`config.mk`:
```
export PLATFORM = sky130hd
export DESIGN_NAME = data_mem_rmw_ctrl
export DESIGN_NICKNAME = d
export VERILOG_FILES = /design/src/rtl/data_mem_rmw_ctrl.sv
export SDC_FILE = /design/constraint.sdc
export NUM_CORES = 1
export LEC_CHECK = 0
export ABC_AREA = 0
export CAP_MARGIN = 20
export CORE_UTILIZATION = 49
export DETAILED_ROUTE_END_ITERATION = 6
export GPL_TIMING_DRIVEN = 0
export PLACE_DENSITY = 0.83
export SYNTH_ARGS = -nofsm -noshare
export SYNTH_HDL_FRONTEND = slang
export SYNTH_SLANG_ARGS = --single-unit
```
`constraint.sdc`:
```
create_clock -name clk -period 5.5 [get_ports clk]
set_input_delay 1.1 -clock clk [delete_from_list [all_inputs] [get_ports clk]]
set_output_delay 1.1 -clock clk [all_outputs]
set_load 0.01 [all_outputs]
```
`src/rtl/data_mem_rmw_ctrl.sv`:
```
// data_mem_rmw_ctrl: load/store front end for a word-wide synchronous RAM,
// doing read-modify-write for byte and halfword stores.
module data_mem_rmw_ctrl (
    input  logic        clk,
    input  logic        rst,
    input  logic        req_valid,
    output logic        req_ready,
    input  logic        req_write,
    input  logic [31:0] req_addr,
    input  logic [31:0] req_wdata,
    input  logic [3:0]  req_sign_mask,
    output logic        rsp_valid,
    output logic [31:0] rsp_rdata,
    output logic        rsp_err,
    output logic [29:0] mem_addr,
    output logic        mem_rd,
    input  logic [31:0] mem_rdata,
    output logic        mem_wr,
    output logic [31:0] mem_wdata
);
    localparam logic [2:0] IDLE  = 3'd0;
    localparam logic [2:0] READ  = 3'd1;
    localparam logic [2:0] WAIT  = 3'd2;
    localparam logic [2:0] WRITE = 3'd3;
    localparam logic [2:0] RSP   = 3'd4;

    logic [2:0]  state;
    logic [31:0] addr, wdata, data, lane, load_val, merged;
    logic [3:0]  mask;
    logic        write, err, bad;

    always_comb begin
        bad = !(req_sign_mask[2:0] == 3'b001 || req_sign_mask[2:0] == 3'b011 || req_sign_mask[2:0] == 3'b111)
            || (req_sign_mask[2:0] == 3'b011 && req_addr[0])
            || (req_sign_mask[2:0] == 3'b111 && req_addr[1:0] != 2'b00);
        lane = mem_rdata >> {addr[1:0], 3'b000};
        load_val = mask[1] ? (mask[2] ? lane : {{16{mask[3] & lane[15]}}, lane[15:0]})
                           : {{24{mask[3] & lane[7]}}, lane[7:0]};
        merged = data;
        if (mask[1])
            merged[{addr[1], 4'b0000} +: 16] = wdata[15:0];
        else
            merged[{addr[1:0], 3'b000} +: 8] = wdata[7:0];
    end

    always_ff @(posedge clk) begin
        if (rst) begin
            state     <= IDLE;
            rsp_rdata <= '0;
            err       <= 1'b0;
            addr      <= '0;
            wdata     <= '0;
            data      <= '0;
            mask      <= '0;
            write     <= 1'b0;
        end else begin
            case (state)
                IDLE: if (req_valid) begin
                    addr  <= req_addr;
                    wdata <= req_wdata;
                    mask  <= req_sign_mask;
                    write <= req_write;
                    err   <= bad;
                    if (bad) rsp_rdata <= '0;
                    state <= bad ? RSP : (req_write && req_sign_mask[2:0] == 3'b111) ? WRITE : READ;
                end
                READ: state <= WAIT;
                WAIT: begin
                    data  <= mem_rdata;
                    state <= write ? WRITE : RSP;
                    if (!write) rsp_rdata <= load_val;
                end
                WRITE: begin
                    rsp_rdata <= '0;
                    state     <= RSP;
                end
                RSP: begin
                    err   <= 1'b0;
                    state <= IDLE;
                end
                default: state <= IDLE;
            endcase
        end
    end

    // Moore outputs: strobes and address are zero outside READ/WRITE
    assign req_ready = state == IDLE;
    assign mem_rd    = state == READ;
    assign mem_wr    = state == WRITE;
    assign rsp_valid = state == RSP;
    assign rsp_err   = rsp_valid & err;
    assign mem_addr  = (mem_rd | mem_wr) ? addr[31:2] : '0;
    assign mem_wdata = mem_wr ? (mask[2] ? wdata : merged) : '0;
endmodule

```
==> results of run 1 <==
==> registers in the layout (all words and copies together) (netlist names) <==
name       flops
addr          32
data          32
rsp_rdata     32
wdata         32
mask           3
state          3
err            1
write          1
==> worst max-delay path, cell delays in order, from the launching register on <==
cell	delay, ns
dfxtp_1	0.47
buf_4	0.27
inv_2	0.16
ha_1	0.36
nor4bb_1	0.27
buf_2	0.24
a221oi_1	0.09
a211o_1	0.31
a21oi_1	0.21
clkdlybuf4s50_1	0.58
==> final timing paths <==
path / endpoint / slack [ns] / cells past startpoint / startpoint
max reg2reg: rsp_rdata[23]$_SDFFE_PP0P_ / 3.52 / 5 / mask[1]$_SDFFE_PP0P_
max: mem_wdata[18] / 1.01 / 9 / addr[1]$_SDFFE_PP0P_
min reg2reg: addr[15]$_SDFFE_PP0P_ / 0.45 / 2 / addr[15]$_SDFFE_PP0P_
min: addr[15]$_SDFFE_PP0P_ / 0.45 / 2 / addr[15]$_SDFFE_PP0P_
==> placed cells by master (no fill, tap or decap), types with 5 or more instances in the layout <==
master and n:
a221oi_1 17, nor2b_1 5, a221o_1 8, clkdlybuf4s50_1 202, and2_1 33, dfxtp_1 136, clkbuf_16 17, ha_1 5
nand2_1 237, buf_2 20, a22oi_1 9, mux2i_1 45, buf_4 6, inv_1 9, nor2_1 10, a22o_1 24
a21oi_1 136, o21ai_0 16, a211o_1 18, o221ai_1 8, buf_6 5, nand4_1 8, clkbuf_1 42, o211ai_1 23
==> synthesized netlist by cell type (all sizes together), types with 2 or more instances <==
library cell,count
nand2,238
a21oi,137
dfxtp,136
mux2i,45
clkbuf,38
buf,34
and2,33
a22o,24
o211ai,23
a211o,18
a221oi,17
o21ai,16
nor2,11
a22oi,10
inv,10
a221o,8
nand4,8
o221ai,8
ha,5
nor2b,5
nand2b,3
nand3b,2
nor3,2
nor3b,2
nor4bb,2
==> power breakdown <==
part	leakage, nW	switching, W	internal [W]
registers	1.11	0.0000324	0.00102
logic	1.98	0.000210	0.000170
clock network	0.270	0.000419	0.000654
total	3.36	0.000662	0.00185
==> metal layers <==
layer	GRT usage, %	share of wire [%]	up-vias
met2	46.7	44	370
met3	8.32	10	61
met5	0	0	-
met4	14.1	3.4	0
li1	-	-	3418
met1	41.1	43	3295
==> layout make-up <==
cell class                 count  share of cell area [%]
clock buffer                  24                    5.03
tap                          176                    2.30
sequential                   136                    28.4
clock inverter                 7                   0.732
multi-input combinational    626                    38.3
inverter                      11                   0.431
buffer                        72                    3.71
timing repair buffer         202                    21.1
==> logic make-up after synthesis <==
logic type | Yosys count | synth area share (%)
AO/OA/AOI/OAI | 262 | 25.3
adder cells (fa/ha/maj) | 5 | 0.922
buffers and inverters | 83 | 5.85
flip-flops | 136 | 40.1
multiplexers | 47 | 7.14
AND/OR/NAND/NOR | 312 | 20.7
==> per-stage QoR <==
step	setup WS (ns)	total power [W]	utilization, %	area, sq um	hold slack [ns]
6_report	1.01	0.00251	71.8	9580	0.448
3_5_place_dp	1.55	0.00145	67.6	9030	0.442
5_1_grt	0.784	0.00259	71.8	9580	0.462
2_1_floorplan	2.36	0.00128	-	6780	0.432
4_1_cts	1.05	0.00251	71.8	9580	0.450
3_3_place_gp	1.54	0.00144	67.6	9030	0.437
==> flow_summary.toml, run 1 <==
[status]
status = "finished clean"

[grt]
grt.overflow.total = 0
grt_pass1_vias = 6565
grt_pass1_wl_um = 34200
grt_max_degree = 17
track_usage_pct = 30.9
antenna_found_initial = 0

[floorplan]
initial_core_util_pct = 50.8
coreArea_sq_um = 13300
num_rows = 42
dieWidth_um = 120
die_y_um = 120
fp.dieArea_sq_um = 14300
num_io_pins = 203

[logic_synthesis]
synth_top_area_share_pct = 40.1
yosys_warnings = 0
synth_edf_count = 0
avgSynthCellArea_sq_um = 8.03
ys_top_cells_by_area = "dfxtp_1 (40%), nand2_1 (13%), a21oi_1 (10%)"
synthFlopType = "dfxtp_1"
synth-async-reset-ratio_pct = 0
synthCells = 845
synth_nets = 954
synth_top_area_cell = "dfxtp_1"
seq_area_frac_synth_pct = 40.1
ys_ff_latch = 136
syn_area_sq_um = 6780
synth_cell_types = 46

[sta]
period_needed_ns = 4.49
setup_viol = 0
relSlewSlack_pct = 49.9
finClkSkew_ns = 0.00819
slew_viol_final = 0
tightest_slew_ns = 0.751
post-route-period-util_pct = 81.6
tns_ns = 0
hold_viol = 0
clock.fmax_mhz = 223
rsz0062_at_grt = "false"

[cells_and_area]
final.fill_count = 1105
multi_input_area_sq_um = 3660
fin_nets = 1175
regArea_sq_um = 2720
area_growth_pct = 41.2
diodes = 0
finalNonFillerCells = 1254
drive_above_1_share_pct = 6.59

[clocking]
cts_htree_levels = 4
cts_buffers = 17
clock-root-buffer = "clkbuf_16"
clk_pin_slew_ns = 0.06
cts_sinks = 136
cts.path.max_buffers = 2
post_cts_buffers = 0
cts_resized = 0
tritoncts = "built"
cts_hold_buffers = 0
clk_latency_ns = 0.42

[drt]
via_per_inst = 5.70
wirelength_um = 22000
route.vias.total = 7144
drtAntennaViolNets = 0
drt_iter0_drc = 598
avgRoutedWirePerCell_um = 17.6
dr.pass1.iters = 5
drc_errors = 0

[setup_path]
start_kind = "flop"
end_kind = "primary output"
worst-setup-path-type = "flop to primary output"
critPathMaxFanout = 11
critical_path_required_ns = 4.40
worstPathArrival_ns = 3.39

[pwr]
total_leakage_power_nw = 3.36
vdd_drop_max_mv = 0.222
power_density_nw_per_um2 = 262

[placed_design]
io_buffer_count = 202
hpwlAfterDp_um = 16400
finalWeightedCongestion = 0.904
dp_cells = 1223

[worst_hold_path]
hp-class = "flop to flop"

[flow_run]
max_cap_viol_count = 0
No activity file was read; power rests on OpenSTA's default activity.
==> inputs of run 2 (changes only) <==
--- a/config.mk
+++ b/config.mk
@@ -7,10 +7,10 @@
 export LEC_CHECK = 0
 export ABC_AREA = 0
 export CAP_MARGIN = 20
-export CORE_UTILIZATION = 49
+export CORE_UTILIZATION = 43
 export DETAILED_ROUTE_END_ITERATION = 6
 export GPL_TIMING_DRIVEN = 0
-export PLACE_DENSITY = 0.83
+export PLACE_DENSITY = 0.77
 export SYNTH_ARGS = -nofsm -noshare
 export SYNTH_HDL_FRONTEND = slang
 export SYNTH_SLANG_ARGS = --single-unit
==> constraint.sdc (replaced) <==
create_clock -name clk -period 3.7 [get_ports clk]
set_input_delay 0.74 -clock clk [delete_from_list [all_inputs] [get_ports clk]]
set_output_delay 0.74 -clock clk [all_outputs]
set_load 0.01 [all_outputs]
==> flow_summary.toml, run 2 (same netlist as run 1, synthesis figures left out) <==
[status]
status = "finished clean"

[clocking]
post_cts_buffers = 0
tritoncts = "built"
cts_sinks = 136
clock-root-buffer = "clkbuf_16"
clk_latency_ns = 0.43
cts.path.max_buffers = 2
clk_pin_slew_ns = 0.06
cts_htree_levels = 4
cts_buffers = 17

[setup_path]
worst-setup-path-type = "flop to primary output"
crit_family = "buffers and inverters"
path_cells = "buf_6, inv_1, ha_2, nor4bb_2, a211o_2, a22oi_1, nor2_1, clkdlybuf4s50_1"
slowest_stage = "clkdlybuf4s50_1"
end_kind = "primary output"
cp_num_buf_inv = 3
worstPathArrival_ns = 2.85
regToRegSetupSlack_ns = 1.75
critical_path_required_ns = 2.96
worst_path_largest_cell_delay_ns = 0.57
start_kind = "flop"
critPathMaxFanout = 10

[drt]
drt_iter0_drc = 696
dr_wl_met2_um = 10200
met3_wirelength_um = 2320
dr.max_layer_used = "met4"
avgRoutedWirePerCell_um = 17.7
drtAntennaViolNets = 0
drc_errors = 0
drt-met1-wl_um = 9810
route.vias.total = 7137
wirelength_um = 22900
dr.pass1.iters = 7
via_per_inst = 5.53

[grt]
grt_max_degree = 17
grt_pass1_vias = 6612
grt.overflow.total = 0
track_usage_pct = 28.4
antenna_found_initial = 0
grt_pass1_wl_um = 35300

[cells_and_area]
regArea_sq_um = 2730
fin_area_sq_um = 9720
layout_commonest_cell = "nand2_1"
final_cell_mix = "nand2_1 (237), clkdlybuf4s50_1 (181), a21oi_1 (136)"
multi_input_area_sq_um = 3700
fin_nets = 1175
diodes = 0
final.fill_count = 1380
drive_above_1_share_pct = 7.88
area_growth_pct = 43.3

[placed_design]
hpwlAfterDp_um = 16900
io_buffer_count = 202
detailed_place.area_sq_um = 9070
finalWeightedCongestion = 0.907

[floorplan]
initial_core_util_pct = 44.3
fp.dieArea_sq_um = 16300
num_io_pins = 203
coreArea_sq_um = 15300
dieWidth_um = 128
num_rows = 45
die_y_um = 128

[worst_hold_path]
hp-class = "flop to flop"

[sta]
slew_viol_final = 0
finClkSkew_ns = 0.0134
period_needed_ns = 3.59
tns_ns = 0
setup_viol = 0
hold_viol = 0
relSlewSlack_pct = 48.5
post-route-period-util_pct = 96.9
clock.fmax_mhz = 279
tightest_slew_ns = 0.773

[pwr]
total_leakage_power_nw = 3.56
vdd_drop_max_mv = 0.320
power_density_nw_per_um2 = 399

[flow_run]
max_cap_viol_count = 0
[run 2: cell count changes in the layout (fill, tap and decap cells not counted), moves of 2 or more]
cell / before / now
nor4bb_2: 0 / 2
clkinv_4: 2 / 0
dlymetal6s2s_1: 0 / 5
nor4bb_1: 2 / 0
buf_6: 5 / 7
clkbuf_8: 3 / 5
ha_1: 5 / 3
clkbuf_1: 42 / 38
dfxtp_1: 136 / 134
inv_6: 0 / 2
clkdlybuf4s50_1: 202 / 181
clkinvlp_4: 1 / 3
dlygate4sd2_1: 0 / 15
[run 2: worst register-to-register path, cell delays in order, from the launching register on]
cell and delay [ns]:
dfxtp_1 0.30, buf_2 0.19, clkbuf_1 0.36, clkbuf_1 0.48
o221ai_1 0.28, a22o_1 0.24
[run 2: area by class of cell]
type                            instances  share of cell area, %
Buffer                                 72                   3.76
Clock buffer                           22                   5.08
Inverter                               11                  0.450
Multi-Input combinational cell        626                   38.1
Tap cell                              211                   2.72
Sequential cell                       136                   28.1
Timing Repair Buffer                  202                   20.7
Clock inverter                         10                   1.18
[run 2: worst paths after layout]
path / start / end / cells after the start
worst max register to register: mask[1]$_SDFFE_PP0P_ / rsp_rdata[17]$_SDFFE_PP0P_ / 5
worst max-delay path: addr[0]$_SDFFE_PP0P_ / mem_wdata[0] / 8
worst min-delay path: addr[8]$_SDFFE_PP0P_ / addr[8]$_SDFFE_PP0P_ / 2
worst min register to register: addr[8]$_SDFFE_PP0P_ / addr[8]$_SDFFE_PP0P_ / 2
[run 2: metal layers]
metal,vias up,global-route usage [%]
met5,-,0
met1,3318,37.2
met3,49,9.38
met4,0,9.97
met2,350,43.7
li1,3420,-
[run 2: stage by stage]
step / setup WS (ns) / std cells / util, % / hold WS, ns / total power [W]
2_1_floorplan: 0.915 / 845 / - / 0.432 / 0.00190
3_3_place_gp: 0.0706 / 1258 / 59.2 / 0.437 / 0.00215
3_5_place_dp: 0.0702 / 1258 / 59.2 / 0.442 / 0.00216
4_1_cts: 0.0405 / 1290 / 63.2 / 0.450 / 0.00388
5_1_grt: -0.00968 / 1290 / 63.5 / 0.467 / 0.00403
6_report: 0.114 / 1290 / 63.5 / 0.449 / 0.00388
[run 2: power breakdown]
group          total, W  switching, W  internal, W
Sequential      0.00157     0.0000490      0.00152
Combinational  0.000576      0.000318     0.000258
Clock           0.00174      0.000656      0.00108
[run 2: timing repair]
action / in CTS / in global routing
pin swaps: 0 / 1
hold buffers: 0 / 0
resized for setup: 23 / 15
endpoints found under the setup margin: 31 / 27
==> inputs of run 3 (changes only) <==
--- a/config.mk
+++ b/config.mk
@@ -7,10 +7,12 @@
 export LEC_CHECK = 0
 export ABC_AREA = 0
 export CAP_MARGIN = 20
-export CORE_UTILIZATION = 43
+export CELL_PAD_IN_SITES_DETAIL_PLACEMENT = 1
+export CELL_PAD_IN_SITES_GLOBAL_PLACEMENT = 2
+export CORE_UTILIZATION = 24
 export DETAILED_ROUTE_END_ITERATION = 6
 export GPL_TIMING_DRIVEN = 0
-export PLACE_DENSITY = 0.77
+export PLACE_DENSITY = 0.87
 export SYNTH_ARGS = -nofsm -noshare
 export SYNTH_HDL_FRONTEND = slang
 export SYNTH_SLANG_ARGS = --single-unit
==> constraint.sdc (replaced) <==
create_clock -name clk -period 3.7 [get_ports clk]
set_input_delay 1.11 -clock clk [delete_from_list [all_inputs] [get_ports clk]]
set_output_delay 1.11 -clock clk [all_outputs]
set_load 0.01 [all_outputs]
==> flow_summary.toml, run 3 (same netlist as run 1, synthesis figures left out) <==
[sta]
hold_viol = 0
post-route-period-util_pct = 98.3
setup_slack_ns = 0.0634
relSlewSlack_pct = 50.9
slew_viol_final = 0
rsz0062_at_grt = "true"
whs_ns = 0.450
period_needed_ns = 3.64
tightest_slew_ns = 0.736
clock.fmax_mhz = 275
setup_viol = 0
finClkSkew_ns = 0.0125

[floorplan]
die_y_um = 170
dieWidth_um = 170
initial_core_util_pct = 24.4
coreArea_sq_um = 27800
fp.dieArea_sq_um = 28900
num_io_pins = 203
num_rows = 61

[pwr]
power_frac_comb_pct = 16.3
switchingPower_w = 0.00114
p_int_w = 0.00274
vdd_drop_max_mv = 0.270
finalPower_w = 0.00387
switching_share_pct = 29.3
power_density_nw_per_um2 = 386
total_leakage_power_nw = 3.56
pwr-share-seq_pct = 40.6
clock_power_share_pct = 43.2

[grt]
grt_pass1_wl_um = 41500
antenna_found_initial = 1
grt.overflow.total = 0
grt_pass1_vias = 7129
track_usage_pct = 19.1
grt_max_degree = 17

[cells_and_area]
drive_above_1_share_pct = 11.8
final_cell_mix = "nand2_1 (236), clkdlybuf4s50_1 (170), dfxtp_1 (134)"
layout_commonest_cell = "nand2_1"
area_growth_pct = 47.7
fin_nets = 1184
finalNonFillerCells = 1467
fin_area_sq_um = 10000

[setup_path]
worstPathArrival_ns = 2.53
critPathMaxFanout = 8
critical_path_required_ns = 2.59
start_kind = "flop"
worst-setup-path-type = "flop to primary output"
end_kind = "primary output"
regToRegSetupSlack_ns = 1.61

[drt]
avgRoutedWirePerCell_um = 19.0
via_per_inst = 4.90
drc_errors = 0
drtAntennaViolNets = 0
drt_iter0_drc = 298
wirelength_um = 27900
route.vias.total = 7191
dr.pass1.iters = 5

[clocking]
clk_pin_slew_ns = 0.07
clock-root-buffer = "clkbuf_16"
cts.path.max_buffers = 2
cts_buffers = 17
tritoncts = "built"
cts_htree_levels = 4
clk_latency_ns = 0.44
cts_hold_buffers = 0
cts_sinks = 136

[placed_design]
detailed_place.area_sq_um = 9280
hpwlAfterDp_um = 21300
dp_cells = 1425
finalWeightedCongestion = 0.886
place_ws_ns = -0.429
io_buffer_count = 202

[worst_hold_path]
hp-class = "flop to flop"

[status]
status = "finished clean"

[flow_run]
max_cap_viol_count = 0
==> run 3: routing by layer <==
| metal | wire length [um] | vias to the layer above | GRT usage (%) |
|---|---|---|---|
| met5 | 0 | - | 0 |
| met4 | 425 | 0 | 5.29 |
| met3 | 1750 | 28 | 4.77 |
| met2 | 13000 | 211 | 30.8 |
| met1 | 12700 | 3505 | 25.0 |
| li1 | - | 3447 | - |
==> run 3: path summary, 6_finish.rpt <==
path                               from                         end  cells past startpoint
setup / recovery   addr[0]$_SDFFE_PP0P_               mem_wdata[30]                      9
hold / removal    addr[15]$_SDFFE_PP0P_       addr[15]$_SDFFE_PP0P_                      2
setup reg to reg   mask[1]$_SDFFE_PP0P_  rsp_rdata[14]$_SDFFE_PP0P_                      5
hold reg to reg   addr[15]$_SDFFE_PP0P_       addr[15]$_SDFFE_PP0P_                      2
==> run 3: layout make-up <==
cell class | instances | area, sq um
tap | 378 | 473
clock buffer | 17 | 425
clock inverter | 15 | 141
multi-input combinational | 626 | 3790
antenna | 1 | 2.50
inverter | 11 | 52.6
sequential | 136 | 2730
fill | 3312 | 17800
buffer | 72 | 388
timing repair buffer | 211 | 2010
==> run 3: through the flow <==
stage / TNS (ns) / util (%)
after CTS: -0.0628 / 35.8
after floorplan: 0 / -
final: 0 / 36.1
after global routing: -0.0521 / 36.1
after detailed placement: -6.11 / 33.4
after global placement: -5.83 / 33.4
==> run 3: power by group through the flow <==
stage | sequential [W] | clock (W) | combinational, W
after detailed placement | 0.00160 | 0 | 0.000581
after floorplan | 0.00158 | 0 | 0.000320
final | 0.00157 | 0.00167 | 0.000631
after global placement | 0.00160 | 0 | 0.000571
after global routing | 0.00158 | 0.00177 | 0.000678
after CTS | 0.00157 | 0.00170 | 0.000613
==> run 3: worst max-delay path, stage by stage, from the launching register on <==
cell and delay [ns]:
dfxtp_4 0.37, buf_8 0.11, clkinvlp_4 0.15, ha_4 0.26, and4bb_1 0.29, buf_6 0.15
a221oi_1 0.08, a211o_1 0.28, a21oi_2 0.17, clkdlybuf4s15_2 0.24
==> run 3: what timing repair did <==
| item | in CTS | in global routing |
|---|---|---|
| setup buffers | 5 | 4 |
| pin swaps | 18 | 8 |
| gates resized for setup | 108 | 13 |
| cloned | 0 | 0 |
| setup endpoints to repair | 32 | 30 |
